`config.mk`:
```
export PLATFORM = sky130hd
export DESIGN_NAME = mem_stage_sram_ctrl_flat
export DESIGN_NICKNAME = d
export VERILOG_FILES = /design/src/rtl/mem_stage_sram_ctrl_if.sv /design/src/rtl/mem_stage_sram_ctrl.sv /design/src/flat_wrapper.sv
export SDC_FILE = /design/constraint.sdc
export NUM_CORES = 1
export LEC_CHECK = 0
export CAP_MARGIN = 15
export CORE_MARGIN = 2
export CORE_UTILIZATION = 41
export DETAILED_ROUTE_END_ITERATION = 16
export GPL_ROUTABILITY_DRIVEN = 0
export PLACE_DENSITY = 0.74
export SLEW_MARGIN = 10
export SYNTH_ARGS = -nofsm -noshare
export SYNTH_HDL_FRONTEND = slang
export SYNTH_SLANG_ARGS = --single-unit
```
`constraint.sdc`:
```
create_clock -name clk -period 1.9 [get_ports clk]
set_input_delay 0.38 -clock clk [delete_from_list [all_inputs] [get_ports clk]]
set_output_delay 0.38 -clock clk [all_outputs]
set_load 0.02 [all_outputs]
```
`src/rtl/mem_stage_sram_ctrl_if.sv`:
```
// mem_stage_sram_ctrl_if: pipeline-side request/response and SRAM-side bus of the MEM-stage controller
interface mem_stage_sram_ctrl_if #(
    parameter int SRAM_AW = 18
);
    logic               rd_en;
    logic               wr_en;
    logic [31:0]        address;
    logic [31:0]        write_data;
    logic [31:0]        read_data;
    logic               ready;
    logic [SRAM_AW-1:0] sram_addr;
    logic [15:0]        sram_dq_out;
    logic               sram_dq_oe;
    logic [15:0]        sram_dq_in;
    logic               sram_we_n;

    modport master (
        output rd_en, wr_en, address, write_data, sram_dq_in,
        input  read_data, ready, sram_addr, sram_dq_out, sram_dq_oe, sram_we_n
    );

    modport slave (
        input  rd_en, wr_en, address, write_data, sram_dq_in,
        output read_data, ready, sram_addr, sram_dq_out, sram_dq_oe, sram_we_n
    );
endinterface

```
`src/rtl/mem_stage_sram_ctrl.sv`:
```
// mem_stage_sram_ctrl: sequences 32-bit MEM-stage loads/stores as two 16-bit SRAM transfers,
// holding ready low (pipeline freeze) until the access completes.
module mem_stage_sram_ctrl #(
    parameter int BASE_ADDR   = 1024,
    parameter int HALF_CYCLES = 2,
    parameter int SRAM_AW     = 18
) (
    input logic                  clk,
    input logic                  rst,
    mem_stage_sram_ctrl_if.slave bus
);
    typedef enum logic [1:0] {IDLE, LO, HI, DONE} state_t;

    localparam logic [3:0] LAST = 4'(HALF_CYCLES - 1);

    state_t             state, state_nx;
    logic [3:0]         cnt;
    logic               is_wr;
    logic [SRAM_AW-2:0] widx;
    logic [31:0]        wdata;
    logic [31:0]        rdata;
    logic [15:0]        lo_stage;
    logic               req, last, xfer, oe;

    assign req  = bus.rd_en | bus.wr_en;
    assign last = cnt == LAST;
    assign xfer = state == LO || state == HI;
    assign oe   = xfer && is_wr;

    always_comb begin
        state_nx = state;
        if (state == IDLE && req) state_nx = LO;
        if (state == LO && last) state_nx = HI;
        if (state == HI && last) state_nx = DONE;
        if (state == DONE) state_nx = IDLE;
    end

    always_ff @(posedge clk or negedge rst)
        if (!rst) state <= IDLE;
        else state <= state_nx;

    // A simultaneous read+write request is executed as a write
    always_ff @(posedge clk or negedge rst)
        if (!rst) begin
            cnt      <= '0;
            is_wr    <= 1'b0;
            widx     <= '0;
            wdata    <= '0;
            lo_stage <= '0;
            rdata    <= '0;
        end else if (state == IDLE && req) begin
            cnt   <= '0;
            is_wr <= bus.wr_en;
            widx  <= (SRAM_AW-1)'((bus.address - 32'(BASE_ADDR)) >> 2);
            wdata <= bus.write_data;
        end else if (xfer) begin
            cnt <= last ? '0 : cnt + 4'd1;
            if (last && !is_wr && state == LO) lo_stage <= bus.sram_dq_in;
            if (last && !is_wr && state == HI) rdata <= {bus.sram_dq_in, lo_stage};
        end

    // SRAM strobes decode from state only, so request inputs cannot glitch them
    assign bus.ready       = !rst || (state == IDLE && !req) || state == DONE;
    assign bus.sram_addr   = xfer ? {widx, state == HI} : '0;
    assign bus.sram_dq_oe  = oe;
    assign bus.sram_we_n   = !oe;
    assign bus.sram_dq_out = !oe ? 16'h0 : state == HI ? wdata[31:16] : wdata[15:0];
    assign bus.read_data   = rdata;
endmodule

```
`src/flat_wrapper.sv`:
```
// flat-port wrapper written by rule: the top's interface ports become plain ports
module mem_stage_sram_ctrl_flat 
#(
    parameter int BASE_ADDR   = 1024,
    parameter int HALF_CYCLES = 2,
    parameter int SRAM_AW     = 18
)
  (clk, rst, bus_rd_en, bus_wr_en, bus_address, bus_write_data, bus_sram_dq_in, bus_read_data, bus_ready, bus_sram_addr, bus_sram_dq_out, bus_sram_dq_oe, bus_sram_we_n);
  mem_stage_sram_ctrl_if #(.SRAM_AW(SRAM_AW)) bus_i ();
  input logic clk;
  input logic rst;
  input wire logic [$bits(bus_i.rd_en)-1:0] bus_rd_en;
  input wire logic [$bits(bus_i.wr_en)-1:0] bus_wr_en;
  input wire logic [$bits(bus_i.address)-1:0] bus_address;
  input wire logic [$bits(bus_i.write_data)-1:0] bus_write_data;
  input wire logic [$bits(bus_i.sram_dq_in)-1:0] bus_sram_dq_in;
  output wire logic [$bits(bus_i.read_data)-1:0] bus_read_data;
  output wire logic [$bits(bus_i.ready)-1:0] bus_ready;
  output wire logic [$bits(bus_i.sram_addr)-1:0] bus_sram_addr;
  output wire logic [$bits(bus_i.sram_dq_out)-1:0] bus_sram_dq_out;
  output wire logic [$bits(bus_i.sram_dq_oe)-1:0] bus_sram_dq_oe;
  output wire logic [$bits(bus_i.sram_we_n)-1:0] bus_sram_we_n;
  assign bus_i.rd_en = bus_rd_en;
  assign bus_i.wr_en = bus_wr_en;
  assign bus_i.address = bus_address;
  assign bus_i.write_data = bus_write_data;
  assign bus_i.sram_dq_in = bus_sram_dq_in;
  assign bus_read_data = bus_i.read_data;
  assign bus_ready = bus_i.ready;
  assign bus_sram_addr = bus_i.sram_addr;
  assign bus_sram_dq_out = bus_i.sram_dq_out;
  assign bus_sram_dq_oe = bus_i.sram_dq_oe;
  assign bus_sram_we_n = bus_i.sram_we_n;
  mem_stage_sram_ctrl #(.BASE_ADDR(BASE_ADDR), .HALF_CYCLES(HALF_CYCLES), .SRAM_AW(SRAM_AW)) u_core (.clk(clk), .rst(rst), .bus(bus_i));
endmodule
```
Word level (Yosys, flattened, before mapping)

Index checks and enable logic that the tools add are counted.

Eq/ne operators: 4
Bitwise gates (word level): 2
Mux-type cells: 10
Reduce and logical (&&, ||, !) cells: 20
Add/subtract/negate cells: 2

Operators by type and width:

| kind                                                                  | count |
|---|---|
| 16-bit two-way mux                                                    | 2 |
| 19-bit by 11-bit subtractor with 19-bit output, second input constant | 1 |
| 18-bit two-way mux                                                    | 1 |
| 4-bit two-way mux                                                     | 3 |
| 1-bit logical AND                                                     | 8 |
| 2-bit two-way mux                                                     | 4 |
| 3-bit AND reduction                                                   | 2 |
| 4-bit by 1-bit adder with 4-bit output, second input constant         | 1 |
| 2-bit equality test, second input constant                            | 2 |
| 4-bit by 1-bit equality test with 1-bit output, second input constant | 1 |
| 1-bit zero test                                                       | 4 |
| 4-bit nonzero test                                                    | 1 |
| 1-bit logical OR                                                      | 3 |
| 2-bit by 1-bit equality test with 1-bit output, second input constant | 1 |
| 2-bit zero test                                                       | 1 |
| 2-bit nonzero test                                                    | 1 |
| 1-bit NOT                                                             | 1 |
| 1-bit OR                                                              | 1 |

Input bits: 84
Logic and storage cells: 45
Register bits after elaboration: 104
Output and inout bits: 69

Longest topological paths before layout

Word-level depth: 6
Gate-level depth with buffers: 7

Worst setup path before layout

Ideal clock, no wire load.

Path kind: register -> output
Start: reg u_core.state[0]
End: out bus_sram_dq_out[10]
Slack: -0.199 ns
Cell stages (with the launch flop): 7
Data required time: 1.520 ns
Path buffers: 2
Arrival time: 1.719 ns
Cells stage by stage: dfrtp_1 -> inv_1 -> ha_1 -> buf_2 -> buf_2 -> mux2i_1 -> nor2_1

Word-level cells in the longest chain between the ends: 4
Elaborated cells between the ends (all ways): 6

Ends and longest elaborated chain:

| item                                                                                         | RTL line                                             | RTL |
|---|---|---|
| start: declaration                                                                           | mem_stage_sram_ctrl.sv:16                            | `state_t state, state_nx;` |
| start signal: assignment                                                                     | mem_stage_sram_ctrl.sv:40                            | `else state <= state_nx;` |
| 2-bit by 1-bit equality test with 1-bit output / 2-bit equality test (equally long branches) | mem_stage_sram_ctrl.sv:27, mem_stage_sram_ctrl.sv:67 |  |
| 1-bit logical OR                                                                             | mem_stage_sram_ctrl.sv:27                            | `assign xfer = state == LO \|\| state == HI;` |
| 1-bit logical AND                                                                            | mem_stage_sram_ctrl.sv:28                            | `assign oe = xfer && is_wr;` |
| 16-bit two-way mux *                                                                         | mem_stage_sram_ctrl.sv:67                            | `assign bus.sram_dq_out = !oe ? 16'h0 : state == HI ? wdata[31:16] : wdata[15:0];` |
| end: declaration                                                                             | flat_wrapper.sv:20                                   | `output wire logic [$bits(bus_i.sram_dq_out)-1:0] bus_sram_dq_out;` |

Every way passes the cells marked *; elsewhere a longest branch is shown, timed or not.

Worst setup path after layout

Start: reg u_core.state[1]
End: out bus_sram_dq_out[2]

The elaborated chain is that of the path after synthesis.

==> flow_summary_export.csv <==
group,metric,value,unit
layout,drive_gt1_share,34.7,%
power,comb_power_share,56.3,%
power,vdd_drop_max,0.910,mV
setup_path,max_stage_delay,410,ps
global_route,first_global_vias,3622,
clock_network,clk_latency,360,ps
clock_network,clkTransAtPathRegs,100,ps
power,p_leak,3.53,nW
setup_path,cp_cell_sequence,"buf_4 -> ha_4 -> buf_8 -> mux2i_4 -> nor2_2 -> buf_4",
synthesis,synth_seq_cells,104,
floorplanning,start_util,42.2,%
synthesis,ys_types,33,
sta,drv_slew,0,
synthesis,synth-edff-count,0,
sta,holdWs,164,ps
routing,wire_per_inst,15.6,µm
setup_path,endpoint_kind,"output pin",
synthesis,synthTopCellsByArea,"dfrtp_1, nand2_1, mux2_1",
sta,fmax,0.487,GHz
synthesis,synthFlopType,"dfrtp_1",
setup_path,cp_data_required_time,1520,ps
layout,ff_latch_area,2600,µm²
layout,nFillCells,832,
routing,drtIter0Drc,127,
power,power_switching,4.52,mW
floorplanning,rows,38,
setup_path,crit_fanout,6,
clock_network,clockBufferDepth,2,
synthesis,seq_area_frac_synth,56.6,%
routing,vias,3612,
status,violations,"negative setup slack",
worst_hold_path,min_path_type,"input pin to asynchronous set/reset pin",
place,hpwl,7400,µm
synthesis,syn_area_per_cell,11.0,µm²
global_route,grtUsageTotal,20.1,%
sta,tightestPinTransition,684,ps
layout,syn_to_final_growth,58.5,%
layout,n_antenna_cell,0,
synthesis,syn_nets,510,
floorplanning,die-area,12100,µm²
routing,firstDrtPassIters,6,
power,clock_power_share,11.5,%
power,powerDensity,1650,nW/µm²
floorplanning,ios,153,
power,pwr-share-seq,32.2,%
floorplanning,design.core.area,10900,µm²
sta,hold_viol,0,
layout,design_area,7280,µm²
setup_path,crit_arrival,1670,ps
clock_network,cts-buffers-inserted,9,
synthesis,synth_top_area_share,56.6,%
routing,ant_nets,0,
setup_path,setup.worst_path.class,"flop to output pin",
floorplanning,chipWidth,110,µm
sta,fin_crit,2050,ps
clock_network,cts_tree,"built",
global_route,grt_max_degree,55,
synthesis,synth_area,4600,µm²
power,totalPowerFinal,12.0,mW
sta,setup_viol,69,
synthesis,yosys_warnings,0,
flow_run,max_cap_viol_count,0,
clock_network,cts_sinks,104,
global_route,gr-total-overflow,0,
global_route,grt_pass1_wl,18500,µm
power,intPower,7.51,mW
clock_network,h-tree-depth,3,
global_route,antenna_found_initial,0,
setup_path,r2r_start,"u_core.state[0]$_DFFE_PN0P_",
routing,vias_per_cell,4.85,
setup_path,crit_top_cell,"buf_4",
clock_network,cts_root_buf,"clkbuf_8",
sta,relSlewSlack,54.4,%
place,port_buffers,137,
setup_path,cp-start-kind,"flop",
sta,finClkSkew,9.98,ps
sta,timing.final.ws_setup,-153,ps
routing,routed_wl,11600,µm
sta,grt_setup_unrepaired,"yes",
place,place_area,6370,µm²
floorplanning,fp.dieH,110,µm
status,outcome,"complete, but fails checks",
layout,multi_input_area,2240,µm²
synthesis,async_reset_ff_share,100,%
setup_path,crit_start,"u_core.state[1]$_DFFE_PN0P_",
routing,drc,0,
power,swShare,37.6,%
synthesis,synth_largest_area_cell,"dfrtp_1",
synthesis,syn_inst,419,
layout,nets,691,
sta,timing.final.crit_share,108,%
setup_path,slowest_stage,"dfrtp_1",
[worst max-delay path: cells and delay by family, from the launching register on]
| kind | cells | cell delay [ps] |
|---|---|---|
| DFF | 1 | 410 |
| adders and majority gates | 1 | 170 |
| and+or+nand+nor | 1 | 100 |
| buffers and inverters | 3 | 450 |
| muxes | 1 | 180 |
[power by group through the flow]
stage	registers, mW	clock network, mW	logic, mW
final	3.87	1.39	6.77
after global routing	3.98	1.52	7.30
after CTS	3.78	1.41	6.45
after detailed placement	3.78	0	5.30
after global placement	3.71	0	5.22
after floorplan	3.99	0	2.71
[layer usage]
layer | GRT usage [%] | share of wire [%]
met3 | 4.45 | 5.9
met2 | 32.6 | 48
met5 | 0 | 0
met4 | 5.24 | 1.0
met1 | 27.4 | 45
[flip-flops by register name, summed over array words and instances (netlist names)]
name,count
u_core.bus.read_data,32
u_core.cnt,4
u_core.is_wr,1
u_core.lo_stage,16
u_core.state,2
u_core.wdata,32
u_core.widx,17
[cells in the final DEF (no fill, tap or decap), types with 3 or more instances in the layout]
cell             netlist  layout
mux2_4                10      46
buf_12                 0       8
inv_1                  6       3
nor3b_1                3       3
or3_1                  4       4
and2_4                 0      17
clkbuf_8               0       9
nor2_1                24       8
o21ai_0                7       7
a31oi_1                5       5
buf_6                  4      43
buf_8                  0       4
dfrtp_1              104     104
ha_1                   7       4
nor2_2                 0      11
mux2i_1               16       8
nor2_4                 0       5
mux2i_4                0       6
ha_4                   0       3
a21oi_1                3       3
nand2_1              133     132
buf_4                  0      32
clkdlybuf4s50_1        0      99
o31ai_1                3       3
[kinds of logic after synthesis]
| logic type | share of synthesized area (%) |
|---|---|
| and+or+nand+nor | 18.9 |
| xor gates and xnor gates | 0.572 |
| muxes | 16.1 |
| buffers and inverters | 2.83 |
| AOI/OAI and AO/OA | 3.13 |
| adders and majority gates | 1.91 |
| DFF | 56.6 |
[repair_timing]
item                                    CTS  global route
pin swaps                                19             1
endpoints found under the setup margin   85            85
hold buffers                              0             0
gates cloned                              8             1
setup buffers                             9             4
gates resized for setup                 302            41
[final timing paths]
path / depth (start not counted) / slack, ps / endpoint
worst min-delay path: 2 / 160 / u_core.wdata[23]$_DFFE_PN0P_
min in group clk: 2 / 480 / u_core.wdata[29]$_DFFE_PN0P_
worst max register to register: 8 / -50 / u_core.lo_stage[11]$_DFFE_PN0P_
worst max-delay path: 6 / -150 / bus_sram_dq_out[2]
worst min register to register: 2 / 480 / u_core.wdata[29]$_DFFE_PN0P_
max in group asynchronous: 2 / 1260 / u_core.wdata[1]$_DFFE_PN0P_
[Yosys cell counts, drive strengths merged (4+ instances only)]
library cell  number
and2              17
nor2              24
inv                6
ha                 7
nand2            133
buf                6
dfrtp            104
mux2              48
a31oi              5
o21ai              8
clkbuf            14
mux2i             16
or3                4
nor3b              4
[per-stage QoR]
stage,cells,utilization (%),setup TNS [ps],setup slack (ps)
3_5_place_dp,710,58.5,-10250,-281
2_1_floorplan,419,-,0,18.4
5_1_grt,745,66.9,-10870,-245
6_report,745,66.9,-3490,-153
3_3_place_gp,710,58.5,-8870,-244
4_1_cts,743,65.0,-5460,-156
[cell type report]
| cell class | count | share of cell area, % |
|---|---|---|
| clock inverters | 6 | 0.928 |
| flip-flops and latches | 104 | 35.7 |
| clock buffers | 10 | 1.75 |
| well taps | 140 | 2.41 |
| multi-input cells | 289 | 30.8 |
| inverters | 6 | 0.344 |
| repair buffers | 190 | 28.0 |
Note: power is estimated with default switching activity, not from simulation.
==> patch 1, RTL diff (same flow settings) <==
`SRAM_AW` is set to 18 in 3 places; all go to 9.
--- a/src/rtl/mem_stage_sram_ctrl_if.sv
+++ b/src/rtl/mem_stage_sram_ctrl_if.sv
@@ -2,3 +2,3 @@
 interface mem_stage_sram_ctrl_if #(
-    parameter int SRAM_AW = 18
+    parameter int SRAM_AW = 9
 );
--- a/src/rtl/mem_stage_sram_ctrl.sv
+++ b/src/rtl/mem_stage_sram_ctrl.sv
@@ -5,3 +5,3 @@
     parameter int HALF_CYCLES = 2,
-    parameter int SRAM_AW     = 18
+    parameter int SRAM_AW     = 9
 ) (
--- a/src/flat_wrapper.sv
+++ b/src/flat_wrapper.sv
@@ -5,3 +5,3 @@
     parameter int HALF_CYCLES = 2,
-    parameter int SRAM_AW     = 18
+    parameter int SRAM_AW     = 9
 )
Interface: changed (resized bus_sram_addr); port bits go from 153 to 144. The function was not compared with the original's and may differ.
==> patch 1 against the original RTL <==
  * The flow still finishes with violations (setup timing)
  * Sequential cell count decreased by 9
  * First-iteration DRC count down 57%
  * Worst setup slack improved by 11 ps
  * Total power shrank 11%
  * Via count shrank 24%
  * Design area down 13%
  * Routed wire length down 18%
  * Synthesized area decreased by 8.8%
  * Critical path type unchanged
==> patch 1: results (changes against the original RTL) <==
Crit path max fanout -> 9 (+3)
Sequential element share of the synthesized area -> 0.567 (+0.00104)
Status -> finished, violations left
Worst-margin pin slew -> 744 ps (+59.5 ps)
Hold Buf Count CTS -> 0 (unchanged)
EDFF count, synth -> 0 (unchanged)
Final HPWL DP -> 5.90 mm (-20%)
Vias -> 2739 (-24%)
Leak -> 2.93 nW (-17%)
Yosys cell types -> 29 (-12%)
Share of cells above drive strength 1 -> 0.470 (+0.123)
Setup slack, reg-to-reg -> -70 ps (-20 ps)
Setup ws final -> -142 ps (+10.6 ps)
Final setup vio count -> 57 (-17%)
Clock H-tree levels -> 3 (unchanged)
Mapped Nets -> 366 (-28%)
FF-to-FF End -> u_core.bus.read_data[12]$_DFFE_PN0P_
YS warnings -> 0 (unchanged)
Synth top area cells -> dfrtp_1 57%, mux2_4 14%, mux2_2 13%
First-pass GRT wire length -> 15.5 mm (-16%)
Initial DRC count -> 55 (-57%)
GRT Overall Usage -> 0.181 (-0.0209)
Buffers added on ports -> 119 (-13%)
Number of global-route vias before repair -> 3065 (-15%)
DR pass1 iterations -> 4 (-2)
Post-Route WL -> 9.53 mm (-18%)
Hold Slack -> 185 ps (+21.3 ps)
TNS Setup -> -3740 ps (-241 ps)
Failing checks -> setup timing
Filler Cell Count -> 741 (-11%)
Sw frac -> 0.357 (-0.0190)
Buffers from clock root to sink, at most -> 2 (unchanged)
VDD IR max -> 0.000914 V (+0.44%)
Reg2Reg Depth -> 8 (unchanged)
Post-route clock skew -> 13.7 ps (+3.75 ps)
Final Net Count -> 519 (-25%)
Synth cell count leaders -> 95 x dfrtp_1, 48 x mux2_2, 40 x mux2_4
Largest net degree at the start of global routing -> 60 (+9.1%)
Clock Pin Slew Worst Setup and Hold Paths -> 110 ps
Reg2reg start -> u_core.state[0]$_DFFE_PN0P_
CP peak stage delay -> 410 ps (about the same)
Type of the worst min-delay path -> primary input to async pin
patch 1: cell types whose count changed in the layout (fill, tap and decap cells not counted), moves of 3 or more:
cell / delta
mux2_2: +39
mux2i_1: +4
o21ai_0: -6
nor2_4: -5
buf_6: -15
mux2i_4: -3
o31ai_1: -3
nand2_1: -125
buf_4: -13
or3_1: -3
clkdlybuf4s50_1: -9
and2_4: -11
a31oi_1: -5
dfrtp_1: -9
patch 1: final cells by class:
cell class                      instances  area (um2)  share of cell area
Clock inverter                          7        63.8              0.0101
Timing Repair Buffer                  154        1690               0.268
Clock buffer                            9         124              0.0196
Tap cell                              133         166              0.0263
Multi-Input combinational cell        165        1890               0.298
Inverter                                4        17.5             0.00277
Sequential cell                        95        2380               0.376
patch 1: worst max path at each step:
stage	start	cells after the start	slack, ps	endpoint
5_1_grt	u_core.state[0]$_DFFE_PN0P_	6	-240	bus_sram_dq_out[9]
3_3_place_gp	bus_wr_en	5	-350	bus_ready
4_1_cts	u_core.state[1]$_DFFE_PN0P_	7	-210	bus_sram_dq_out[2]
6_report	u_core.state[0]$_DFFE_PN0P_	6	-140	bus_sram_dq_out[6]
2_1_floorplan	u_core.state[0]$_DFFE_PN0P_	6	20	bus_sram_dq_out[10]
3_5_place_dp	bus_wr_en	5	-370	bus_ready
patch 1: kinds of logic after synthesis:
kind of cell | count (synthesis) | synth area share
AOI/OAI and AO/OA | 7 | 0.0125
adders and majority gates | 6 | 0.0179
xor gates and xnor gates | 1 | 0.00209
buffers and inverters | 16 | 0.0233
and+or+nand+nor | 47 | 0.0663
DFF | 95 | 0.567
muxes | 104 | 0.311
patch 1: routing by layer:
| metal | GRT usage | up-vias | share of wire |
|---|---|---|---|
| met5 | 0 | - | 0 |
| met4 | 0.0581 | 0 | 0.014 |
| met3 | 0.0424 | 10 | 0.042 |
| met2 | 0.301 | 69 | 0.51 |
| met1 | 0.233 | 1394 | 0.44 |
| li1 | - | 1266 | - |
patch 1: metrics by stage:
| step | area (um2) | std cells | setup slack [ps] | power [mW] |
|---|---|---|---|---|
| CTS | 6250 | 568 | -212 | 10.5 |
| global route | 6330 | 567 | -240 | 11.3 |
| detailed placement | 5710 | 536 | -372 | 8.55 |
| finish | 6330 | 567 | -142 | 10.7 |
| floorplan | 4220 | 276 | 21.1 | 6.46 |
| global placement | 5710 | 536 | -351 | 8.42 |
patch 1: what timing repair did:
item                       in CTS  in global routing
setup endpoints to repair      69                 76
gates resized for setup       179                 37
cloned                          6                  0
pin swaps                       5                  3
buffers inserted               10                  2
hold endpoints to repair        0                  0
patch 1: power groups by stage:
stage	clock [mW]	combinational [mW]	sequential, mW
final	1.28	5.86	3.56
after global routing	1.41	6.21	3.68
after CTS	1.32	5.67	3.52
after detailed placement	0	5.03	3.52
after global placement	0	4.96	3.46
after floorplan	0	2.70	3.76
==> patch 2, RTL diff (config.mk and constraints unchanged) <==
Without the edit above. Make the reset (`rst`) synchronous in 2 clocked blocks.
--- a/src/rtl/mem_stage_sram_ctrl.sv
+++ b/src/rtl/mem_stage_sram_ctrl.sv
@@ -37,3 +37,3 @@
 
-    always_ff @(posedge clk or negedge rst)
+    always_ff @(posedge clk)
         if (!rst) state <= IDLE;
@@ -42,3 +42,3 @@
     // A simultaneous read+write request is executed as a write
-    always_ff @(posedge clk or negedge rst)
+    always_ff @(posedge clk)
         if (!rst) begin
Function: differs if rst is asserted again (counterexample within 4 cycles, from zero or initial values and one cycle with rst low); with rst held inactive, the same outputs for 10 cycles.
==> patch 2 against the original RTL <==
  * The flow still finishes with violations (setup timing)
  * Global-route usage barely moved
  * Synthesized cell count rose by 18%
  * Sequential cell count did not move
  * Synthesized area fell by 3.7%
  * Worst setup slack got worse by 13 ps
  * Design area fell by 5.7%
  * Routed wire length rose by 4.8%
  * Critical path type unchanged
  * Largest cell class is now multi-input gates
Power is not compared: it rests on default switching activity, and its combinational part moved more than twofold at a synthesized area within 25%.
==> patch 2: results (changes against the original RTL) <==
Slew Limit Headroom -> 0.327 (-0.217)
DR pass1 iterations -> 5 (-1)
Via density -> 4.92 (+1.5%)
Ys async rst share -> 0 (-1.00)
CP startpoint -> u_core.state[1]$_SDFFE_PP0P_
Setup slack, reg-to-reg -> 30 ps (+80 ps)
Setup ws final -> -166 ps (-13.4 ps)
Largest net degree at the start of global routing -> 116 (+110%)
Synth top area cells -> dfxtp_1 47%, mux2i_1 14%, nand2_1 13%
Placed Area -> 6110 um2 (-4.0%)
First-pass GRT wire length -> 18.5 mm (-0.45%)
Most used DFF post-synth -> dfxtp_1
Share of cells above drive strength 1 -> 0.236 (-0.111)
Mapped Nets -> 583 (+14%)
Final Net Count -> 744 (+7.7%)
Pre-CTS WS -> -230 ps (+51.0 ps)
Yosys cell types -> 31 (-6.1%)
Post-Route WL -> 12.2 mm (+4.8%)
Vias -> 3917 (+8.4%)
Initial DRC count -> 178 (+40%)
Area share of fa/ha/maj cells after synthesis -> 0.0141 (-0.00492)
Xor and xnor area share after synthesis -> 0.00792 (+0.00220)
Met3 usage -> 0.0357 (-0.00874)
Mux share of post-synthesis cell area -> 0.145 (-0.0158)
Hold Slack -> 296 ps (+132 ps)
Failing checks -> setup timing
Final setup vio count -> 33 (-52%)
Post-synthesis compound-gate area fraction -> 0.113 (+0.0818)
Syn_area_per_cell -> 8.96 um2 (-18%)
Met2 Usage GRT -> 0.359 (+0.0325)
Crit path max fanout -> 5 (-1)
Status -> finished, violations left
Type of the worst min-delay path -> primary input to register
Critical path data arrival time -> 1690 ps (+20 ps)
Synth cell count leaders -> 155 x nand2_1, 104 x dfxtp_1, 64 x mux2i_1
Dpl cells -> 764 (+7.6%)
patch 2: what timing repair did:
item                                    CTS  global route
buffers inserted                          5             5
gates cloned                              4             4
endpoints found under the setup margin   37            74
pin swaps                                 2             4
resized for setup                       238            45
patch 2: worst max-delay path, cell delays in order (launching register included):
cell	delay [ps]
dfxtp_2	370
buf_6	100
ha_4	200
buf_12	160
buf_12	100
mux2i_4	230
nor2_4	40
buf_6	120
patch 2: layout make-up:
class                           instances  area (um2)  share of cell area
Clock buffer                            9         124              0.0180
Clock inverter                          7        63.8             0.00929
Inverter                                6        30.0             0.00437
Multi-Input combinational cell        352        2430               0.353
Sequential cell                       104        2080               0.304
Tap cell                              136         170              0.0248
Timing Repair Buffer                  182        1970               0.287
patch 2: cells by family after synthesis:
logic type / after synthesis
xor+xnor: 4
mux: 64
fa+ha+maj: 5
flops: 104
compound gates: 70
buf+inv: 38
simple gates: 209
patch 2: per-layer routing:
layer,vias up,share of wire
li1,1963,-
met1,1848,0.42
met2,87,0.52
met3,19,0.034
met4,0,0.024
met5,-,0
patch 2: how the worst max path moves through the flow:
stage                                              end  slack [ps]  cells after the start
final                              bus_sram_dq_out[14]        -170                      7
after global routing               bus_sram_dq_out[14]        -250                      7
after floorplan                    bus_sram_dq_out[10]          20                      6
after global placement    u_core.widx[16]$_SDFFE_PN0P_        -190                      6
after CTS                           bus_sram_dq_out[1]        -210                      6
after detailed placement              bus_sram_addr[4]        -230                      5
patch 2: power breakdown:
| part | switching, mW | internal, mW |
|---|---|---|
| clock network | 0.835 | 0.510 |
| logic | 0.460 | 0.536 |
| registers | 0.0826 | 2.29 |
| total | 1.38 | 3.34 |
